### config.mk
export PLATFORM = sky130hd
export DESIGN_NAME = fetch_ctrl
export DESIGN_NICKNAME = d
export VERILOG_FILES = /design/src/rtl/fetch_pkg.sv /design/src/rtl/branch_lut.sv /design/src/rtl/fetch_ctrl.sv
export SDC_FILE = /design/constraint.sdc
export NUM_CORES = 1
export LEC_CHECK = 0
export BUFFER_PORTS_ARGS = -buffer_cell sky130_fd_sc_hd__buf_2
export CAP_MARGIN = 0
export CELL_PAD_IN_SITES_DETAIL_PLACEMENT = 1
export CELL_PAD_IN_SITES_GLOBAL_PLACEMENT = 1
export CORE_ASPECT_RATIO = 0.6
export CORE_MARGIN = 4
export CORE_UTILIZATION = 45
export CTS_CLUSTER_DIAMETER = 30
export DETAILED_ROUTE_END_ITERATION = 10
export PLACE_DENSITY_LB_ADDON = 0.1
export SETUP_SLACK_MARGIN = 0.5
export SYNTH_ARGS = -nofsm -noshare
export SYNTH_HDL_FRONTEND = slang
export SYNTH_HIERARCHICAL = 1
export SYNTH_SLANG_ARGS = --single-unit
### constraint.sdc
create_clock -name clk -period 4.8 [get_ports clk]
set_clock_uncertainty 0.2 [all_clocks]
set_input_delay 0.24 -clock clk [delete_from_list [all_inputs] [get_ports clk]]
set_output_delay 0.24 -clock clk [all_outputs]
set_load 0.01 [all_outputs]
### src/rtl/fetch_pkg.sv
// rtl/fetch_pkg.sv - shared types and constants for the program-flow controller
package fetch_pkg;
  localparam int PC_W = 12;

  typedef enum logic [1:0] {IDLE, RUN, HALTED} fetch_state_t;
endpackage

### src/rtl/branch_lut.sv
// rtl/branch_lut.sv - branch-target register file, one write port, one async read port
module branch_lut
  import fetch_pkg::*;
#(
  parameter int D     = PC_W,
  parameter int LUT_W = 5
) (
  input  logic             clk,
  input  logic             reset,
  input  logic             wr_en,
  input  logic [LUT_W-1:0] wr_idx,
  input  logic [D-1:0]     wr_data,
  input  logic [LUT_W-1:0] rd_idx,
  output logic [D-1:0]     rd_data
);
  logic [D-1:0] mem [2**LUT_W];

  // Writes during reset are dropped; reads see the pre-write value in the write cycle.
  always_ff @(posedge clk) begin
    if (reset) begin
      for (int i = 0; i < 2**LUT_W; i++) mem[i] <= '0;
    end else if (wr_en) begin
      mem[wr_idx] <= wr_data;
    end
  end

  assign rd_data = mem[rd_idx];
endmodule

### src/rtl/fetch_ctrl.sv
// rtl/fetch_ctrl.sv - run/halt sequencing, branch/call/return target selection for the PC
module fetch_ctrl
  import fetch_pkg::*;
#(
  parameter int D         = PC_W,
  parameter int LUT_W     = 5,
  parameter int RAS_DEPTH = 4
) (
  input  logic             clk,
  input  logic             reset,
  input  logic             start,
  input  logic [D-1:0]     prog_ctr,
  input  logic             stall,
  input  logic             halt_req,
  input  logic             br_req,
  input  logic             br_cond,
  input  logic             call,
  input  logic             ret,
  input  logic [LUT_W-1:0] br_idx,
  input  logic             lut_wr_en,
  input  logic [LUT_W-1:0] lut_wr_idx,
  input  logic [D-1:0]     lut_wr_data,
  output logic             jump_en,
  output logic [D-1:0]     target,
  output logic             fetch_en,
  output logic             done,
  output logic             ras_err
);
  localparam int RP_W = $clog2(RAS_DEPTH);
  localparam int RC_W = RP_W + 1;

  fetch_state_t    state, state_nxt;
  logic [D-1:0]    ras_mem [RAS_DEPTH];
  logic [RP_W-1:0] ras_ptr;
  logic [RC_W-1:0] ras_cnt;
  logic [D-1:0]    lut_data;
  logic [D-1:0]    ras_top;
  logic [D-1:0]    pc_inc;
  logic            ras_empty, ras_full;
  logic            do_push, do_pop, ras_clr, err_set;

  branch_lut #(.D(D), .LUT_W(LUT_W)) u_lut (
    .clk     (clk),
    .reset   (reset),
    .wr_en   (lut_wr_en),
    .wr_idx  (lut_wr_idx),
    .wr_data (lut_wr_data),
    .rd_idx  (br_idx),
    .rd_data (lut_data)
  );

  assign pc_inc    = prog_ctr + 1'b1;
  assign ras_top   = ras_mem[ras_ptr - 1'b1];
  assign ras_empty = (ras_cnt == '0);
  assign ras_full  = (ras_cnt == RC_W'(RAS_DEPTH));

  always_comb begin
    state_nxt = state;
    jump_en   = 1'b1;
    target    = '0;
    fetch_en  = 1'b0;
    done      = 1'b0;
    do_push   = 1'b0;
    do_pop    = 1'b0;
    ras_clr   = 1'b0;
    err_set   = 1'b0;
    unique case (state)
      IDLE: begin
        if (start) state_nxt = RUN;
      end
      RUN: begin
        fetch_en = !stall;
        target   = prog_ctr;
        if (halt_req) begin
          state_nxt = HALTED;
        end else if (!stall) begin
          if (ret && !ras_empty) begin
            do_pop = 1'b1;
            target = ras_top;
          end else if (ret) begin
            err_set = 1'b1;
            jump_en = 1'b0;
          end else if (call) begin
            do_push = 1'b1;
            err_set = ras_full;
            target  = lut_data;
          end else if (br_req && br_cond) begin
            target = lut_data;
          end else begin
            jump_en = 1'b0;
          end
        end
      end
      HALTED: begin
        done   = 1'b1;
        target = prog_ctr;
        if (start) begin
          target    = '0;
          ras_clr   = 1'b1;
          state_nxt = RUN;
        end
      end
      default: state_nxt = IDLE;
    endcase
  end

  // Full stack keeps the count pinned and lets the write pointer lap the oldest entry.
  always_ff @(posedge clk) begin
    if (reset) begin
      state   <= IDLE;
      ras_ptr <= '0;
      ras_cnt <= '0;
      ras_err <= 1'b0;
    end else begin
      state <= state_nxt;
      if (ras_clr) begin
        ras_ptr <= '0;
        ras_cnt <= '0;
        ras_err <= 1'b0;
      end else begin
        if (err_set) ras_err <= 1'b1;
        if (do_push) begin
          ras_ptr <= ras_ptr + 1'b1;
          if (!ras_full) ras_cnt <= ras_cnt + 1'b1;
        end else if (do_pop) begin
          ras_ptr <= ras_ptr - 1'b1;
          ras_cnt <= ras_cnt - 1'b1;
        end
      end
    end
  end

  always_ff @(posedge clk) begin
    if (!reset && do_push) ras_mem[ras_ptr] <= pc_inc;
  end
endmodule

==> results.md, run 1 <==
* CP Max Fanout at 16
* Cell count after synthesis at around 1600
* Met1 WL at 31.37 mm
* Root buf cell: clkbuf_16
* Reg-to-reg endpoint: ras_mem[2][11]
* DRT iter0 DRCs at 1237
* YS warnings at 6
* First-pass GRT wire length at between 90 and 100 mm
* CTS H-tree lvls at 3
* Netlist cell types at 52
* Synth area leaders: edfxtp_1, and2_1, mux2i_1, a22oi_1, mux4_2
* WL final at ~63 mm
* Fin nets at 1694
* CTS tree: done
* Sum Neg Setup Slack at 0 ns
* Main synth FF type: edfxtp_1
* Status: complete, no violations
* Initial Util at between 40% and 50%
* Worst Path Required at between 4 and 5 ns
* Die height at 176.1 um
* Worst setup path end: target[11]
* Worst-skew pair later-pin latency at between 0.5 and 0.6 ns
* CP Cell Sequence: buf_4 > inv_1 > ha_1 > mux4_2 > nor3_1 > nor2_1 > o22a_1 > buf_2
* Die width at between 200 and 300 um
* Area of the multi-input gates at ~0.0073 sq mm
* Mapped Area at 0.02120 sq mm
* WHS at around 0.027 ns
* Highest metal used: met4
* Critical path buffers and inverters at 3
* Vias in the first global route at roughly 13000
* Fraction of layout cells with a size suffix above 1 at 16.46%
* # resized after CTS at 0
* Syn nets at between 1500 and 2000
* Worst hold path class: in2reg
* I/O Buffers at 59
* Tot GR Track Use at 25.04%
* Post-synth top area cell: edfxtp_1
* Critical path data arrival time at ~3.5 ns
* Layout area overhead at 15.67%
* Fillers at roughly 4600
* Via density at between 5 and 6
* Final global-route overflow total at 0
* Post-DR wirelength/cell at 27.11 um
* Fin crit period at just under 4 ns
* Fin util at between 50% and 60%
* Setup repair bufs after CTS at 0
* Power Density at about 420 mW/mm^2
* Overall die area at between 0.05 and 0.06 sq mm
* Critical path launch point: ras_ptr[0]
* Met3 routed WL at 4.650 mm
* Reg2Reg Depth at 6
* Clock sink total at 440
* Clock transition at path regs at about 0.050 ns
* Largest net degree at the start of global routing at 61
* Slew HR at 24.04%
* Register area at 0.01313 sq mm
* Largest delay share family, worst path: adder cells
* Routed length on met2 at approximately 26 mm
* Ports at 60
* Register area share after synthesis at between 60 and 70%
* Setup ws final at ~0.86 ns
* RSZ-0062 raised after global routing: no
* Residual DRC at 0
* Finish-stage setup viols at 0
* Final Hold Viols at 0
* Worst R2R Setup Slack at ~2.0 ns
* Dpl hpwl at around 39 mm
* Post-synth top cells: edfxtp_1, and2_1, mux2i_1
* Critical path startpoint category: register
* Period utilization at between 80% and 90%
* Worst path max stage delay at roughly 0.83 ns
* Final Wtd Congestion at around 0.82
* CTS Buf Count at between 70 and 80
* CP max stage cell: ha_1
* Max IR drop VDD at 0.2303 mV
* Maxcap violations at 0
* Max Root-Sink Buffers at 3
* Avg Inst Size Synth at about 13 sq um
* Yosys reg bits at 440
* Initial antenna violation count at 0
* Worst Tran Pin Value at around 1.1 ns
* Count leader, synth: edfxtp_1
* Power Total at 0.01040 W
* FF-to-FF Start: state[1]
* First-pass DRT Iterations at 5
* Setup CP Type: reg2out
* Setup crit end kind: output port
* Dpl ws at about 1.3 ns
* Routed Antenna Nets at 0
* Fmax at ~250 MHz
* Post-synth EDFFs at between 400 and 500
* Vias at between 10000 and 15000
* Slew Limit Fails at 0
* Cell Rows at 61
* Post-synth top area share at between 60% and 70%
* P_leak at a little over 9 nW
* Core Area at ~0.046 sq mm
* CP Depth at 8
* Post-synth ARST share at 0%
==> per-stage QoR <==
stage	instance area, sq um	cells
floorplan	21200	1585
global placement	21840	2173
detailed placement	21840	2173
CTS	24510	2331
global route	24510	2331
finish	24520	2335
==> cell families (layout without fill, tap and decap cells) <==
kind of cell	count (synthesis)	in the layout	share of synthesized area, %
AND/OR/NAND/NOR	616	616	17.23
buffers and inverters	143	259	3.759
flip-flops	440	440	61.94
other	0	4	0
AO/OA/AOI/OAI	158	158	5.518
XOR/XNOR	13	13	0.5370
adder cells (fa/ha/maj)	10	10	0.6256
multiplexers	205	205	10.39
==> flip-flops by register name (all words and copies together) (netlist names) <==
signal,flops
ras_cnt,3
ras_err,1
ras_mem,48
ras_ptr,2
state,2
u_lut/mem,384
==> per-layer routing <==
metal | global-route usage [%] | vias to the layer above
li1 | - | 5921
met4 | 4.628 | 0
met1 | 39.89 | 6932
met2 | 35.21 | 447
met3 | 5.613 | 63
met5 | 0 | -
==> what timing repair did <==
| item | CTS | global route |
|---|---|---|
| hold endpoints to repair | 47 | 0 |
| setup endpoints to repair | 0 | 0 |
| hold buffers | 21 | 0 |
==> cell usage in the layout (no fill, tap or decap), types with 4 or more instances in the layout <==
master	netlist	routed
mux2i_1	193	193
ha_1	9	9
edfxtp_1	432	432
and2_1	390	389
xnor2_1	10	10
diode_2	0	4
clkinv_2	0	10
o21ai_0	4	4
inv_6	0	9
bufinv_16	0	7
a211oi_1	8	8
o41ai_1	12	12
a22oi_1	48	48
a31oi_1	13	13
nor3_1	30	30
nor2_4	8	9
inv_1	10	10
nand3b_1	4	4
mux4_2	12	12
nand3_1	30	30
clkbuf_16	0	75
buf_2	16	58
nand4_1	14	14
buf_4	11	29
dfxtp_1	8	8
a21o_1	7	7
nor2_1	47	46
a22o_1	26	26
clkinv_1	0	9
dlygate4sd3_1	0	21
nor2b_1	6	4
clkinv_4	0	10
or2_2	33	33
clkinvlp_4	0	11
a21oi_1	28	28
nand2b_1	4	4
o22a_1	6	6
clkbuf_1	69	4
nand2_1	36	36
==> worst reg2reg max path: cells and delay by family (launching register included) <==
kind | cells | cell delay [ns]
adders and majority gates | 1 | 0.28
buffers and inverters | 1 | 0.10
DFF | 1 | 0.32
and+or+nand+nor | 4 | 1.46
==> worst min-delay path by stage <==
| stage | start | endpoint | slack [ns] | cells past startpoint |
|---|---|---|---|---|
| 2_1_floorplan | reset | state[0] | 0.11 | 1 |
| 3_3_place_gp | ras_err | ras_err | 0.25 | 1 |
| 3_5_place_dp | ras_err | ras_err | 0.27 | 1 |
| 4_1_cts | prog_ctr[5] | ras_mem[1][5] | 0.006 | 3 |
| 5_1_grt | prog_ctr[5] | ras_mem[3][5] | 0.02 | 3 |
| 6_report | prog_ctr[5] | ras_mem[3][5] | 0.03 | 3 |
==> power breakdown <==
part	internal (W)	switching [W]	total [W]	leakage, nW
sequential	0.00440	0.0000583	0.00446	4.15
clock	0.00327	0.00194	0.00521	1.18
combinational	0.000218	0.000509	0.000727	3.85
==> area by class of cell <==
type | count | area share [%]
Sequential cell | 440 | 53.55
Multi-Input combinational cell | 1002 | 29.75
Clock buffer | 79 | 7.714
Timing Repair Buffer | 112 | 3.235
Tap cell | 630 | 3.214
Clock inverter | 58 | 2.347
Inverter | 10 | 0.1531
Antenna cell | 4 | 0.04081
(Power assumes the default switching activity.)
==> run 2, diff against run 1 <==
Clock period 4.8 ns to 3.4 ns, I/O delays scaled along.
==> run 2 against run 1 <==
  * Critical path depth is 1 higher
  * Count of clock-buffer cells in the layout up 18
  * Wire length up 2.3%
  * Worst setup slack worse by 0.62 ns
  * Via count rose by 1.8%
  * Utilization is 2.3 points higher
  * Critical endpoint is now target[10]
  * Largest cell class unchanged
  * Largest power group unchanged
==> results.md, run 2 (synthesized netlist as in run 1, its figures left out) <==
* WHS at around 0.094 ns
* Worst hold path class: in2reg
* Die height at about 180 um
* CP max stage cell: mux2i_1
* Finish-stage setup viols at 0
* Final global-route overflow total at 0
* Largest net degree at the start of global routing at around 50
* Layout area overhead at 20.77%
* Ports at 60
* Biggest register: u_lut/mem
* Final Hold Viols at 0
* Placed Cells at around 2200
* Clock transition at path regs at around 0.050 ns
* Fraction of layout cells with a size suffix above 1 at between 20 and 25%
* Max IR drop VDD at approximately 0.38 mV
* Fillers at between 4000 and 5000
* P_leak at ~9.5 nW
* Worst Tran Pin Value at approximately 1.1 ns
* Slew HR at approximately 26%
* Setup ws final at 0.2362 ns
* Final Non-Filler Cells at 2380
* Worst R2R Setup Slack at about 0.65 ns
* Power Total at 0.01547 W
* I/O Buffers at 59
* Clock power share at 51.8%
* Register share of total power at about two fifths
* Dpl ws at about 0.18 ns
* Fmax at between 300 and 400 MHz
* Int Pwr at around 0.012 W
* Vias in the first global route at between 10000 and 15000
* Post-DR wirelength/cell at approximately 27 um
* Initial Util at roughly 46%
* Tot GR Track Use at roughly a quarter
* Sw power at ~0.0036 W
* CP Cell Sequence: mux2i_1 > a21oi_1 > a31oi_4 > nand3_2 > o41ai_4 > buf_4 > nor2_2 > o22a_1 > buf_2
* Critical path startpoint category: register
* Max Root-Sink Buffers at 3
* First-pass GRT wire length at roughly 94 mm
* WL final at ~65 mm
* Period utilization at 93.05%
* CTS H-tree lvls at 3
* Initial antenna violation count at 2
* Cell Rows at 61
* Routed Antenna Nets at 0
* Fin nets at 1738
* Vias at about 14000
* First-pass DRT Iterations at 5
* Fin crit period at between 3 and 4 ns
* Max reg flops at approximately 380
* CTS Buf Count at 80
* Most common library cell in the layout ignoring fill and taps: edfxtp_1
* Overall die area at approximately 0.051 sq mm
* Critical path data arrival time at ~2.8 ns
* Clock sink total at 440
* Largest regs: u_lut/mem (384), ras_mem (48), ras_cnt (3)
* Dpl hpwl at around 40 mm
* Worst path max stage delay at about 0.38 ns
* Commonest non-fill, non-tap cells in the layout: edfxtp_1, and2_1, mux2i_1
* Worst-skew pair later-pin latency at 0.58 ns
* Setup crit end kind: output port
* Worst Path Required at about 3 ns
* DRT iter0 DRCs at about 1200
* Setup CP Type: reg2out
* RSZ-0062 raised after global routing: yes
* Slew Limit Fails at 0
* Comb power frac at 7.4%
* Final Wtd Congestion at just over 0.8
* CP Max Fanout at 2
* # diodes at 0
* Die width at 288.2 um
* Core Area at 0.04640 sq mm
* Power Density at 604.2 mW/mm^2
* Residual DRC at 0
* Maxcap violations at 0
* CTS tree: done
* Root buf cell: clkbuf_16
* Sw Share at 23.56%
* Via density at approximately 5.7
* Status: complete, no violations
* Sum Neg Setup Slack at 0 ns
[run 2: cell count changes in the layout (fill, tap and decap cells not counted), sizes merged]
cell	change
clkinvlp	+6
buf	+38
diode	-4
clkbuf	+18
clkinv	-11
bufinv	+1
inv	-3
[run 2: metrics by stage]
step / instance area, sq um / utilization [%]
detailed placement: 22150 / 47.73
CTS: 25470 / 54.89
floorplan: 21200 / -
global placement: 22150 / 47.73
finish: 25610 / 55.18
global route: 25610 / 55.18
[run 2: path summary, 6_finish.rpt]
path | from | end | cells after the start
worst max-delay path | u_lut/mem[23][10] | target[10] | 9
worst max register to register | state[0] | state[1] | 7
worst min-delay path | call | ras_cnt[0] | 5
worst min register to register | ras_err | ras_err | 1
[run 2: cell type report]
type | count | area [sq um] | area share (%)
clock inverter | 51 | 541.8 | 2.116
inverter | 10 | 37.54 | 0.1466
multi-input combinational | 1002 | 7756 | 30.29
tap | 630 | 788.3 | 3.078
sequential | 440 | 13130 | 51.29
timing repair buffer | 150 | 1156 | 4.515
clock buffer | 97 | 2193 | 8.566
[run 2: critical path, delay by kind of cell, from the launching register on]
| kind | cells | cell delay [ns] |
|---|---|---|
| buf+inv | 2 | 0.32 |
| flops | 1 | 0.36 |
| mux | 1 | 0.38 |
| compound gates | 4 | 0.96 |
| simple gates | 2 | 0.18 |
[run 2: repair_timing]
action / in CTS / in global routing
setup endpoints to repair: 12 / 13
setup buffers: 0 / 3
pin swaps: 43 / 8
hold buffers: 21 / 0
endpoints found under the hold margin: 56 / 0
resized for setup: 69 / 16
[run 2: power groups by stage]
stage / sequential (W) / clock [W] / combinational [W]
after floorplan: 0.00637 / 0 / 0.000603
after global placement: 0.00639 / 0 / 0.00101
after detailed placement: 0.00641 / 0 / 0.00102
after CTS: 0.00631 / 0.00813 / 0.00111
after global routing: 0.00633 / 0.00845 / 0.00120
final: 0.00631 / 0.00802 / 0.00114
[run 2: layer usage]
metal	share of wire, %	vias up	global-route usage (%)
li1	-	5983	-
met1	48	7066	39.71
met2	42	482	35.95
met3	8.3	66	6.955
met4	1.4	0	5.019
met5	0	-	0
